--- src/rtl/inst_axi_rd_bridge.sv ---
// Instruction fetch bridge: SRAM-like req/addr_ok/data_ok slave to a single-beat AXI read master.
// Optional macro INST_BRIDGE_CANCEL_EN adds inst_cancel and drops responses to flushed fetches.
module inst_axi_rd_bridge #(
  parameter int unsigned MAX_OUTSTANDING = 2,
  parameter logic [3:0]  ARID_VAL        = 4'd0
) (
  input  logic        clk,
  input  logic        reset,
  // fetch-side SRAM-like interface
  input  logic        inst_req,
  input  logic [31:0] inst_addr,
  output logic        inst_addr_ok,
  output logic        inst_data_ok,
  output logic [31:0] inst_rdata,
`ifdef INST_BRIDGE_CANCEL_EN
  input  logic        inst_cancel,
`endif
  // AXI read address channel
  output logic [3:0]  arid,
  output logic [31:0] araddr,
  output logic [7:0]  arlen,
  output logic [2:0]  arsize,
  output logic [1:0]  arburst,
  output logic        arvalid,
  input  logic        arready,
  // AXI read data channel
  input  logic [3:0]  rid,
  input  logic [31:0] rdata,
  input  logic [1:0]  rresp,
  input  logic        rlast,
  input  logic        rvalid,
  output logic        rready
);

  localparam logic [2:0] MaxCnt = 3'(MAX_OUTSTANDING);

  typedef enum logic [0:0] {
    ArIdle,
    ArSend
  } ar_state_e;

  ar_state_e   state_q, state_d;
  logic [31:0] araddr_q, araddr_d;
  logic [2:0]  cnt_q, cnt_d;
  logic        data_ok_q, data_ok_d;
  logic [31:0] rdata_q, rdata_d;
  logic        r_hs;
  logic        r_beat;
  logic        suppress;

  // Single ID and in-order AXI return: no ID checking, status or burst tracking needed.
  logic unused_r;
  assign unused_r = ^{rid, rresp, rlast};

  assign r_hs   = rvalid && rready;
  // A beat with nothing outstanding is a slave protocol error and is dropped.
  assign r_beat = r_hs && (cnt_q != 3'd0);

  always_comb begin
    state_d      = state_q;
    araddr_d     = araddr_q;
    inst_addr_ok = 1'b0;
    unique case (state_q)
      ArIdle: begin
        if (!reset && inst_req && (cnt_q < MaxCnt)) begin
          inst_addr_ok = 1'b1;
          araddr_d     = inst_addr;
          state_d      = ArSend;
        end
      end
      ArSend: begin
        if (arready) begin
          state_d = ArIdle;
        end
      end
      default: state_d = ArIdle;
    endcase
  end

  always_comb begin
    cnt_d = cnt_q;
    unique case ({inst_addr_ok, r_beat})
      2'b10:   cnt_d = cnt_q + 3'd1;
      2'b01:   cnt_d = cnt_q - 3'd1;
      default: cnt_d = cnt_q;
    endcase
  end

`ifdef INST_BRIDGE_CANCEL_EN
  logic [2:0] discard_q, discard_d;

  assign suppress = (discard_q != 3'd0);

  // A flush condemns everything still outstanding once this edge settles, including
  // a fetch accepted in the same cycle; an already-issued AR is left to complete.
  always_comb begin
    discard_d = discard_q;
    if (inst_cancel) begin
      discard_d = cnt_d;
    end else if (r_beat && suppress) begin
      discard_d = discard_q - 3'd1;
    end
  end

  always_ff @(posedge clk) begin
    if (reset) begin
      discard_q <= 3'd0;
    end else begin
      discard_q <= discard_d;
    end
  end
`else
  assign suppress = 1'b0;
`endif

  always_comb begin
    data_ok_d = r_beat && !suppress;
    rdata_d   = data_ok_d ? rdata : rdata_q;
  end

  always_ff @(posedge clk) begin
    if (reset) begin
      state_q   <= ArIdle;
      araddr_q  <= 32'd0;
      cnt_q     <= 3'd0;
      data_ok_q <= 1'b0;
      rdata_q   <= 32'd0;
    end else begin
      state_q   <= state_d;
      araddr_q  <= araddr_d;
      cnt_q     <= cnt_d;
      data_ok_q <= data_ok_d;
      rdata_q   <= rdata_d;
    end
  end

  assign inst_data_ok = data_ok_q;
  assign inst_rdata   = rdata_q;

  assign arid    = ARID_VAL;
  assign araddr  = araddr_q;
  assign arlen   = 8'd0;
  assign arsize  = 3'b010;
  assign arburst = 2'b01;
  assign arvalid = (state_q == ArSend) && !reset;
  assign rready  = !reset;

endmodule

--- config.mk ---
export PLATFORM = sky130hd
export DESIGN_NAME = inst_axi_rd_bridge
export DESIGN_NICKNAME = d
export VERILOG_FILES = /design/src/rtl/inst_axi_rd_bridge.sv
export SDC_FILE = /design/constraint.sdc
export NUM_CORES = 1
export LEC_CHECK = 0
export ABC_AREA = 1
export BUFFER_PORTS_ARGS = -buffer_cell sky130_fd_sc_hd__buf_2
export CAP_MARGIN = 20
export CORE_UTILIZATION = 38
export DETAILED_ROUTE_END_ITERATION = 16
export PLACE_DENSITY = 0.72
export SYNTH_ARGS = -nofsm -noshare
export SYNTH_HDL_FRONTEND = slang
export SYNTH_SLANG_ARGS = --single-unit
export TNS_END_PERCENT = 10
--- constraint.sdc ---
create_clock -name clk -period 2.45 [get_ports clk]
set_input_delay 0.245 -clock clk [delete_from_list [all_inputs] [get_ports clk]]
set_output_delay 0.245 -clock clk [all_outputs]
set_load 0.05 [all_outputs]
* Yosys cells after proc, flatten, opt, wreduce, memory -nomap -nowiden
Cells that the tools add are included.
Operators by class: $mul 0, add/sub/neg operators 2, equality and inequality tests 2, magnitude comparators 1, bitwise logic cells 1, shift-type cells 0, muxes and demuxes 5, div/mod/pow operators 0, reduce and logical (&&, ||, !) cells 9
Operators with widths (count):
- 3-bit one-hot mux with 2 select lines | 1
- 1-bit logical AND | 5
- 3-bit by 1-bit adder with 3-bit output (second input constant) | 1
- 3-bit by 2-bit < comparator with 1-bit output (second input constant) | 1
- 1-bit 2-to-1 mux | 3
- 3-bit nonzero test | 1
- 3-bit by 1-bit subtractor with 3-bit output (second input constant) | 1
- 2-bit by 1-bit equality test with 1-bit output (second input constant) | 1
- 2-bit equality test (second input constant) | 1
- 1-bit one-hot mux with 2 select lines | 1
- 2-bit AND reduction | 1
- 2-bit nonzero test | 1
- 1-bit zero test | 1
- 1-bit NOT | 1
Storage, ports and cells: ROM bits 0, bits of input ports 76, output and inout port bits 85, memories 0, memory bits (writable) 0, register bits 69, logic and storage cells 25, latch bits 0

* Depth between registers and ports, before layout
Gate-level depths: netlist of the first run.
word-level depth 7, mapped depth 14, mapped depth without buffers 13

* Worst setup path before layout of the first run
No wires, ideal clock.
path kind register -> register, start point register cnt_q[2], end point register cnt_q[2], data required time 2.339 ns, data arrival time 1.663 ns, path slack 0.677 ns, setup time 0.111 ns, stages on the path, launching flop included 15, period minus slack after synthesis 1.773 ns, buffers on the path 1, path through dfxtp_1 nor2_2 nand2_1 nand2_2 inv_2 buf_2 ha_1 inv_1 fa_1 inv_1 nand2_1 nand3_1 nand2_1 inv_1 nor2_1
Between the ends: elaborated cells between the ends (all ways) 12, those cells by class 2 x add/sub; 1 x order compare; 2 x eq/ne; 3 x mux; 4 x reduce/logical
RTL lines:
- start: declaration | RTL line 44 | logic [2:0] cnt_q, cnt_d;
- start signal: assignment | RTL line 131 | cnt_q <= cnt_d;
- 3-bit nonzero test * | RTL line 57 | assign r_beat = r_hs && (cnt_q != 3'd0);
- 1-bit logical AND * | RTL line 57
- named net data_ok_d | RTL line 45 | logic data_ok_q, data_ok_d;
- 2-bit by 1-bit equality test with 1-bit output or 2-bit equality test (tied branches) | RTL line 82 | unique case ({inst_addr_ok, r_beat})
- 3-bit one-hot mux with 2 select lines or 2-bit nonzero test (tied branches)
The timed path passes the listed nets; every way through them passes the cells marked *. A chain may end at the register's enable or synchronous reset.

* Final worst setup path of the first run
start point register cnt_q[2], end point register cnt_q[1]
Between the ends: word-level cells in the longest chain between the ends 6, elaborated cells between the ends (all ways) 10, those cells by class 1 x order compare; 2 x eq/ne; 3 x mux; 4 x reduce/logical
Ends and longest elaborated chain:
- 3-bit by 2-bit < comparator with 1-bit output | RTL line 65 | if (!reset && inst_req && (cnt_q < MaxCnt)) begin
- 1-bit logical AND | RTL line 65
- 1-bit 2-to-1 mux | RTL line 65
- 1-bit 2-to-1 mux | RTL line 63 | unique case (state_q)
- 2-bit by 1-bit equality test with 1-bit output or 2-bit equality test (tied branches) | RTL line 82
- 3-bit one-hot mux with 2 select lines or 2-bit nonzero test (tied branches)
Parallel ways exist; a longest one is shown, timed or not.

==> results list, run 1 <==
* Result of the run: finished with violations
- Failing checks: DRC
- The number of pins with negative max-slew slack in the final report was 0.
- The critical path in this run is classified as reg2reg.
- After detailed routing, the number of remaining DRC violations is 11.
* Fraction of synthesis flops using an asynchronous set or reset pin: 0%
- Effective utilization at floorplan: 40.1%
- Number of synthesized flops with an enable pin: 0
* Worst-case clock buffer depth: 2
- In this run the core area contains 29 standard-cell rows.
- Crit-path max FO: 15
* Post-Route Hold Slack: 80.6 ps
* Ranking of synthesized cells by instance count: 133 x sky130_fd_sc_hd__nand2_1, 69 x sky130_fd_sc_hd__dfxtp_1, 65 x sky130_fd_sc_hd__nand3_1
- Data arrival time of the worst path: 2100 ps
- The worst path meets setup with 617 ps of slack.
- Library cell with the largest summed area after synthesis: sky130_fd_sc_hd__dfxtp_1
- Classification of the worst-slack hold path: in2reg
* CTS tree: yes
- Leakage power of the design: 2.02 nW
- Pwr Total: 3.18 mW
- In the synthesized netlist the dominant register cell turns out to be sky130_fd_sc_hd__dfxtp_1.
* Max Freq: 0.546 GHz
* Number of primary I/O pins: 161
- Via count of the first global-routing pass: 2243
- Average cell area after synthesis: 7.81 µm²
* Number of instances in the synthesized netlist: 334
- Shortest period the worst path allows: 1830 ps
- In this run the vertical extent of the chip is 84.8 µm.
- Wires add up to 6.00 mm.
- Summed area of non-filler cells in the final layout: 0.00344 mm²
- Vias per Instance: 4.47
- Final setup violation count: 0
- Worst-case setup slack after placement: 605 ps
* Core Region: 0.00649 mm²
- Global routing used 17.1% of the available tracks.
- Proportion of netlist area held by the largest area contributor: 53.0%
- Unrepaired setup endpoints after global routing: no
* Detailed Routing Iterations Pass 1: 13
- After routing, the total negative slack on setup checks comes to 0 ps.
* Sinks on Clock Net: 69
* Worst path required time: 2710 ps
* Die area: 0.00720 mm²
- Between clock sinks in the finished design, the worst skew comes to 7.44 ps.
- In this run, post-CTS repair resized a total of 0 instances.
- CP Capture Type: flip-flop
* Clock transition at the register clock pins on the worst setup and hold paths after CTS: 70 ps
- Summing over every cut layer, the via total after detailed routing is 2447.
- Max-cap violations: 0
- Ant. Diodes: 0
* Per-cell routed wire length: 10.9 µm
- After global routing the overflow that remains totals 0.
- Portion of the clock cycle consumed by the worst path in the final layout: 74.8%
- IR drop worst, VDD: 0.493 mV
* Placer Congestion: 0.722
- Distinct cell type count of the synthesized netlist: 21
- The tree is rooted in a sky130_fd_sc_hd__clkbuf_8.
- Width of the die: 84.8 µm
- At the end of the flow, the number of nets in the layout was 544.
* Count of buffers added by post-CTS timing repair for setup: 0
- In this run, the number of DRC markers left after iteration 0 of detailed routing was 118.
- The clock reaches the later pin of the worst-skew pair after 340 ps.
- The cell area that synthesis handed to floorplanning was 0.00261 mm².
* Power Density: 926 mW/mm²
* CP startpoint kind: flip-flop
- Number of hold violations in the final report: 0
- Detailed placement finished with a half-perimeter wire length of 4.27 mm.
* Global-route wire length before repair: 9.72 mm
- In this run the cell area measured after placement is 0.00325 mm².
- Growth of design area from synthesis to finish: 31.9%
* Count of buffers inserted at the top-level ports: 136
* Initial antenna violation count: 0
- Register bit count reported by yosys: 69
- Inserted Clock Buffers: 9
- Most frequent cell after synthesis: sky130_fd_sc_hd__nand2_1
- Share of post-route cells with drive strength above 1: 34.8%
- H-Tree Depth: 3
- For this run, the register share of the synthesized area comes to 53.0%.
- Buffers inserted to repair hold after CTS numbered 0.
- The Yosys step of the flow raised 0 warnings.
* Area contributors post-synth: sky130_fd_sc_hd__dfxtp_1 53%, sky130_fd_sc_hd__nand2_1 19%, sky130_fd_sc_hd__nand3_1 12%, sky130_fd_sc_hd__buf_4 4.9%, sky130_fd_sc_hd__buf_2 2.5%
* Largest net degree at the start of global routing: 34
- The count of nets left with antenna violations once routing finished came out at 0.
cell families (layout without fill, tap and decap cells):
logic type	after synthesis	after routing	share of synthesized area, %
AND/OR/NAND/NOR	206	206	33.3
flip-flops	69	69	53.0
buffers and inverters	50	172	11.1
AO/OA/AOI/OAI	5	5	1.06
adder cells (fa/ha/maj)	2	2	1.25
other	2	17	0.288
area by class of cell:
class                           instances  area, µm²
Clock buffer                            9        124
Tap cell                               77       96.3
Sequential cell                        69       1380
Fill cell                             657       3060
Multi-Input combinational cell        230        992
Timing Repair Buffer                  142        726
Clock inverter                          7       66.3
Inverter                               14       52.6
registers in the layout, indices dropped and copies added, names as in the netlist:
register / count
araddr: 32
inst_rdata: 32
cnt_q: 3
inst_data_ok: 1
state_q: 1
path summary, 6_finish.rpt:
| kind | start | to | slack (ps) | cells after the start |
|---|---|---|---|---|
| setup / recovery | cnt_q[2]$_SDFFE_PP0P_ | cnt_q[1]$_SDFFE_PP0P_ | 620 | 6 |
| hold / removal | arready | state_q$_SDFF_PP0_ | 80 | 2 |
| setup reg to reg | cnt_q[2]$_SDFFE_PP0P_ | cnt_q[1]$_SDFFE_PP0P_ | 620 | 6 |
| hold reg to reg | inst_rdata[1]$_SDFFE_PP0P_ | inst_rdata[1]$_SDFFE_PP0P_ | 460 | 2 |
metrics by stage:
| step | cells | utilization, % |
|---|---|---|
| global route | 548 | 52.9 |
| floorplan | 349 | - |
| CTS | 548 | 52.9 |
| global placement | 532 | 50.0 |
| finish | 548 | 52.9 |
| detailed placement | 532 | 50.0 |
critical path: stages (launching register included):
cell and delay (ps):
sky130_fd_sc_hd__dfxtp_1 330, sky130_fd_sc_hd__nor2_2 150, sky130_fd_sc_hd__nand3_2 300, sky130_fd_sc_hd__ha_1 340, sky130_fd_sc_hd__inv_1 90, sky130_fd_sc_hd__fa_1 410
sky130_fd_sc_hd__a21oi_1 150
per-layer routing:
layer  global-route usage, %  up-vias  share of wire, %
met4                    5.39        0              0.77
met5                       0        -                 0
li1                        -     1278                 -
met1                    17.0     1071                43
met3                    9.34        6               8.3
met2                    30.5       92                48
report_power, final:
part           internal, mW  switching, mW
Sequential             1.26         0.0645
Clock                 0.464          0.420
Combinational         0.212          0.761
layout by cell type, fill, tap and decap left out, drive strengths merged:
cell type,n
nand3,66
nand2,134
conb,17
bufinv,1
dfxtp,69
clkinv,5
fa,1
buf,142
nand4,1
clkinvlp,1
nor2,5
o31ai,1
clkbuf,9
ha,1
inv,14
o21ai,2
a21oi,2
Power figures use the tool's default switching activity.
==> inputs of run 2 (changes only) <==
==> constraint.sdc (replaced) <==
create_clock -name clk -period 1.9 [get_ports clk]
set_input_delay 0.19 -clock clk [delete_from_list [all_inputs] [get_ports clk]]
set_output_delay 0.19 -clock clk [all_outputs]
set_load 0.05 [all_outputs]
==> results list, run 2 (same netlist as run 1, synthesis figures left out) <==
- The flow ran to the end, but the final reports show violations.
- Failing checks: DRC
- Width of the die: 84.8 µm
* CP Capture Type: primary output
* Root buffer cell: sky130_fd_sc_hd__clkbuf_8
- Total detailed-routing wirelength: 5.88 mm
- Grouping stages by cell kind, the critical path spends the most delay in buffers and inverters.
- The final critical path takes up 88.3% of the cycle.
* Global-route wire length before repair: 9.52 mm
* Final TNS setup: 0 ps
- Sinks on Clock Net: 69
- The via count of the first global-routing pass came to 2223.
- No sink is reached through more buffers than the 2 on the longest clock path.
* Growth of design area from synthesis to finish: 31.1%
* H-Tree Depth: 3
- Final setup violation count: 0
* Final Max Tran Viols: 0
- The detail route stage leaves a number of antenna-violating nets equal to 0.
- TritonCTS built the clock tree.
* Power share of the combinational group: 31.3%
- Summed over all layers, the global routing overflow is 0.
- Slowest Stage Delay on Critical Path: 330 ps
- After detailed routing, the number of remaining DRC violations is 11.
- Die Y: 84.8 µm
- Worst-case setup slack after placement: 306 ps
* Cell area after placement: 0.00325 mm²
* # hold bufs at CTS: 0
- In this run the post-CTS setup repair buffer count came out at 0.
- Leakage power of the design: 2.01 nW
- Effective utilization at floorplan: 40.1%
* Count of buffers inserted at the top-level ports: 136
- Detailed Routing Iterations Pass 1: 12
- Filler-free cell count of the finished design: 548
- Drt initial violations: 93
- Cell internal power dissipation: 2.45 mW
- Along the worst path, the maximum fanout reaches 34.
- TritonCTS created 9 clock buffers.
* Number of core rows: 29
* Worst path required time: 1710 ps
- STA classifies the critical path startpoint as a flip-flop.
- Once layout is done, the placed cells without fillers occupy 0.00342 mm².
- Shortest period the worst path allows: 1680 ps
* Switching Fraction: 38.8%
- Max-cap violations in this run came to 0.
- Clock power frac: 25.9%
- Critical setup path kind: reg2out
- Via count: 2437
- Crit-path slowest cell: sky130_fd_sc_hd__dfxtp_1
- The congestion estimate from routability-driven global placement came to 0.767.
* Vias per Instance: 4.45
* Ant. Diodes: 0
- Max Freq: 0.596 GHz
* Number of primary I/O pins: 161
- Post-CTS repair changed the size of 0 cells.
- Global router's overall resource usage: 16.7%
- The number of antenna violations at the first check in global routing was 0.
- In this run the standard cell core region covers 0.00649 mm².
* Worst Clk Skew: 6.24 ps
* Post-DP HPWL: 4.24 mm
- Clock transition at the register clock pins on the worst setup and hold paths after CTS: 70 ps
- Pwr Total: 4.00 mW
* Largest net degree at the start of global routing: 35
- The critical path goes through nor2_2 -> nand3_2 -> buf_4 -> inv_2 -> buf_2.
- The worst-case IR drop observed on VDD is 0.637 mV.
* Cell count after placement: 532
- Classification of the worst-slack hold path: in2reg
- Setup repair after global routing left no endpoint under its margin.
* Per-cell routed wire length: 10.7 µm
- Power Density: 1170 mW/mm²
- The later pin in the worst-skew pair is clocked with a latency of 320 ps.
- Of the total power, registers draw 42.8%.
- The worst path meets setup with 222 ps of slack.
* Share of post-route cells with drive strength above 1: 34.0%
- Leading cell types in the layout, fill and taps excluded: 136 x sky130_fd_sc_hd__buf_2, 133 x sky130_fd_sc_hd__nand2_1, 69 x sky130_fd_sc_hd__dfxtp_1
- Switching power: 1.55 mW
* Buffering stage count on the worst path with inverters included: 3
- Data on the critical path arrives at its endpoint at 1490 ps.
- The final hold violation count is 0.
- Leading cell type in the layout, fill and taps excluded: sky130_fd_sc_hd__buf_2
- Die area: 0.00720 mm²
* Final nets: 544
-- run 2: changes by cell type in the layout (fill, tap and decap cells not counted) --
cell,delta
sky130_fd_sc_hd__clkinv_4,-1
sky130_fd_sc_hd__clkinvlp_4,-1
sky130_fd_sc_hd__clkbuf_8,+2
sky130_fd_sc_hd__clkbuf_1,+4
sky130_fd_sc_hd__bufinv_16,-1
sky130_fd_sc_hd__clkinv_2,-3
-- run 2: stage by stage --
stage | hold slack (ps) | util, %
2_1_floorplan | 282 | -
3_3_place_gp | 371 | 50.0
3_5_place_dp | 376 | 50.0
4_1_cts | 18.8 | 52.6
5_1_grt | 21.0 | 52.6
6_report | 33.9 | 52.6
-- run 2: final timing paths --
| path | start | end | slack (ps) | cells past startpoint |
|---|---|---|---|---|
| worst max-delay path | cnt_q[2]$_SDFFE_PP0P_ | inst_addr_ok | 220 | 5 |
| worst min-delay path | arready | state_q$_SDFF_PP0_ | 30 | 2 |
| worst max register to register | cnt_q[2]$_SDFFE_PP0P_ | cnt_q[2]$_SDFFE_PP0P_ | 300 | 13 |
| worst min register to register | inst_rdata[30]$_SDFFE_PP0P_ | inst_rdata[30]$_SDFFE_PP0P_ | 460 | 2 |
-- run 2: area by class of cell --
class                           count  area [µm²]
Fill cell                         655        3080
Sequential cell                    69        1380
Multi-Input combinational cell    230         992
Timing Repair Buffer              142         726
Clock buffer                       15         166
Tap cell                           77        96.3
Inverter                           14        52.6
Clock inverter                      1        5.00
-- run 2: metal layers --
metal,share of wire [%],up-vias,track usage (%)
met1,42,1051,18.3
met3,8.5,9,6.03
met2,48,96,29.3
met4,1.4,0,6.93
met5,0,-,0
li1,-,1281,-
-- run 2: power by group through the flow --
stage               registers (mW)  clock network (mW)  logic [mW]
global placement              1.74                   0        1.25
CTS                           1.72                1.08        1.26
global route                  1.73                1.15        1.34
detailed placement            1.75                   0        1.26
floorplan                     2.32                   0       0.417
finish                        1.71                1.04        1.25
==> inputs of run 3 (changes only) <==
--- a/config.mk
+++ b/config.mk
@@ -5,12 +5,11 @@
 export SDC_FILE = /design/constraint.sdc
 export NUM_CORES = 1
 export LEC_CHECK = 0
-export ABC_AREA = 1
 export BUFFER_PORTS_ARGS = -buffer_cell sky130_fd_sc_hd__buf_2
 export CAP_MARGIN = 20
 export CORE_UTILIZATION = 38
 export DETAILED_ROUTE_END_ITERATION = 16
-export PLACE_DENSITY = 0.72
+export PLACE_DENSITY = 0.7
 export SYNTH_ARGS = -nofsm -noshare
 export SYNTH_HDL_FRONTEND = slang
 export SYNTH_SLANG_ARGS = --single-unit
==> results list, run 3 <==
- H-Tree Depth: 3
* IR drop worst, VDD: 0.532 mV
- The worst path needs 1820 ps of the cycle, external delays included.
- Width of the die: 89.8 µm
* Drt initial violations: 74
* Sequential fraction of the synthesis area: 47.1%
* Clock transition at the register clock pins on the worst setup and hold paths after CTS: 80 ps
- Global routing used 16.8% of the available tracks.
- In the routed design, unresolved DRC markers number 0.
- Leading cell types in the layout, fill and taps excluded: 136 x sky130_fd_sc_hd__buf_2, 66 x sky130_fd_sc_hd__dfxtp_1, 33 x sky130_fd_sc_hd__nand2_1, 33 x sky130_fd_sc_hd__o21ai_0
- After layout, the design draws a total of 3.88 mW.
- In this run the mean area of a mapped cell was 10.0 µm².
- Area contributors post-synth: sky130_fd_sc_hd__dfxtp_1 47%, sky130_fd_sc_hd__mux2_4 15%, sky130_fd_sc_hd__nor2b_1 6.8%, sky130_fd_sc_hd__o21ai_0 5.6%, sky130_fd_sc_hd__nand3_1 5.5%
* Number of hold violations in the final report: 0
- Crit-path slowest cell: sky130_fd_sc_hd__dfxtp_2
- Storage cell area: 0.00139 mm²
- The commonest cells after synthesis are 69 x sky130_fd_sc_hd__dfxtp_1, 34 x sky130_fd_sc_hd__nand2_1, 33 x sky130_fd_sc_hd__o21ai_0.
- In the synthesized netlist the dominant register cell turns out to be sky130_fd_sc_hd__dfxtp_1.
* Worst-case clock buffer depth: 2
- The initial utilization of the core area, before any placement, comes to 39.8%.
* Crit-path max FO: 5
- Worst-case setup slack after placement: 79.7 ps
- Summed area of non-filler cells in the final layout: 0.00379 mm²
- Setup slack closes at 83.7 ps.
* Leading cell type in the layout, fill and taps excluded: sky130_fd_sc_hd__buf_2
- The clock net in this run drives a total of 69 sinks.
* Crit path max-delay family: adder cells
- Ant. Diodes: 0
- Setup violations remaining at the end of the flow were counted as 0.
* Detailed Routing Iterations Pass 1: 4
* Clock network latency to the later pin of the worst-skew pair: 340 ps
- In this run the worst hold path is classified as in2reg.
- The floorplan has 31 rows.
- Initial antenna violation count: 0
- Across the run, the number of max-cap violations was 0.
* Proportion of netlist area held by the largest area contributor: 47.1%
- The flow ran to the end, and the final reports show no timing, DRC or antenna violations.
* Via count of the first global-routing pass: 2282
- Cells along the critical path: o311a_2 -> ha_4 -> inv_2 -> fa_2 -> xor2_1 -> or3_4 -> a21oi_1
* # hold bufs at CTS: 0
- Setup repair after global routing left no endpoint under its margin.
* Cell count after placement: 512
* Max Freq: 0.551 GHz
* Root buffer cell: sky130_fd_sc_hd__clkbuf_8
- CTS tree: yes
* Most frequent cell after synthesis: sky130_fd_sc_hd__dfxtp_1
- Cell area after placement: 0.00361 mm²
- Fraction of synthesis flops using an asynchronous set or reset pin: 0%
* Register bit count reported by yosys: 69
* Post-synthesis instance area: 0.00293 mm²
- The worst setup path is captured at a flip-flop.
- At the end of routability-driven placement, the weighted congestion stood at 0.764.
- Power spread over the standard cell area amounts to 1020 mW/mm².
- Total detailed-routing wirelength: 6.60 mm
- Number of primary I/O pins: 161
* Area of the multi-input gates: 0.00134 mm²
- Final Max Tran Viols: 0
- The first global-routing pass estimated 10.8 mm of wire.
- Compared with the post-synthesis result, the final layout area differs by 29.3%.
* Number of synthesized flops with an enable pin: 0
- Via count: 2397
* Leakage power of the design: 1.84 nW
- Portion of the clock cycle consumed by the worst path in the final layout: 95.6%
* Count of buffers inserted at the top-level ports: 136
- In the routed layout, each cell is associated on average with a via count of 4.54.
* Die Y: 89.8 µm
* Distinct cell type count of the synthesized netlist: 26
- Die area: 0.00807 mm²
- FILL cells: 728
- The number of clock buffers added by TritonCTS is 9.
* Normalized max-slew margin: 61.0%
* Slew at the pin closest to its max-slew limit: 585 ps
* Filler-free cell count of the finished design: 528
- Entering global routing, the biggest net connects 36 pins.
- For the final database, setup skew stands at 10.7 ps.
- In the final routed layout, each cell accounts on average for 12.5 µm.
- For this run, the number of Yosys warnings is 0.
* Critical setup path kind: reg2reg
- CP startpoint kind: flip-flop
- In the final design database the tool counted 502 nets.
- For the worst setup path, the data required time is 2170 ps.
- The post-route netlist has 47.6% of its cells at a drive strength greater than 1.
- Slowest Stage Delay on Critical Path: 390 ps
- Global routing finished with a remaining overflow of 0.
- Once detailed placement completed, the half-perimeter wirelength came to 4.57 mm.
- Buffering stage count on the worst path with inverters included: 1
* Library cell with the largest summed area after synthesis: sky130_fd_sc_hd__dfxtp_1
- Once detail routing completed, the nets flagged for antenna violations numbered 0.
- Core Region: 0.00737 mm²
- Number of instances in the synthesized netlist: 292
- Data arrival time of the worst path: 2090 ps
run 3: cell count changes after synthesis, sizes merged, moves of 8 or more:
cell / previous run / this run
mux2: 0 / 32
inv: 14 / 6
nand2: 134 / 34
nor2b: 0 / 32
nand3: 66 / 32
o21ai: 2 / 34
run 3: final cells by class:
class,count,area share [%]
clock inverters,5,0.924
inverters,6,0.792
multi-input cells,194,35.2
clock buffers,11,3.73
repair buffers,144,19.5
flip-flops and latches,69,36.5
well taps,99,3.27
run 3: path summary, 6_finish.rpt:
path | from | to | slack, ps | depth (start not counted)
max reg2reg | cnt_q[2]$_SDFFE_PP0P_ | cnt_q[2]$_SDFFE_PP0P_ | 80 | 7
max | cnt_q[2]$_SDFFE_PP0P_ | cnt_q[2]$_SDFFE_PP0P_ | 80 | 7
min reg2reg | araddr[22]$_SDFFE_PP0P_ | araddr[22]$_SDFFE_PP0P_ | 450 | 2
min | arready | state_q$_SDFF_PP0_ | 50 | 2
run 3: repair_timing:
action,in CTS,in global routing
endpoints found under the setup margin,0,2
resized for setup,0,1
setup buffers,0,0
run 3: cell families after synthesis:
group | share of synthesized area [%]
multiplexers | 16.0
AND/OR/NAND/NOR | 18.0
AO/OA/AOI/OAI | 6.87
buffers and inverters | 10.0
other | 0.256
adder cells (fa/ha/maj) | 1.11
XOR/XNOR | 0.598
flip-flops | 47.1
run 3: stage by stage:
step / setup TNS [ps] / hold WS (ps) / util (%)
floorplan: -86.6 / 301 / -
global placement: 0 / 396 / 49.0
detailed placement: 0 / 397 / 49.0
CTS: 0 / 32.6 / 51.4
global route: 0 / 29.8 / 51.4
finish: 0 / 45.2 / 51.4
run 3: where the power goes:
group          switching (mW)  total [mW]  internal, mW
registers              0.0718        1.66          1.59
clock network           0.553        1.07         0.512
logic                   0.814        1.15         0.333
total                    1.44        3.88          2.44
run 3: metal layers:
layer	vias up	wire (µm)	track usage (%)
met5	-	0	0
met4	0	135	6.28
met3	10	405	5.92
met2	90	3070	26.5
met1	1105	2980	20.9
li1	1192	-	-
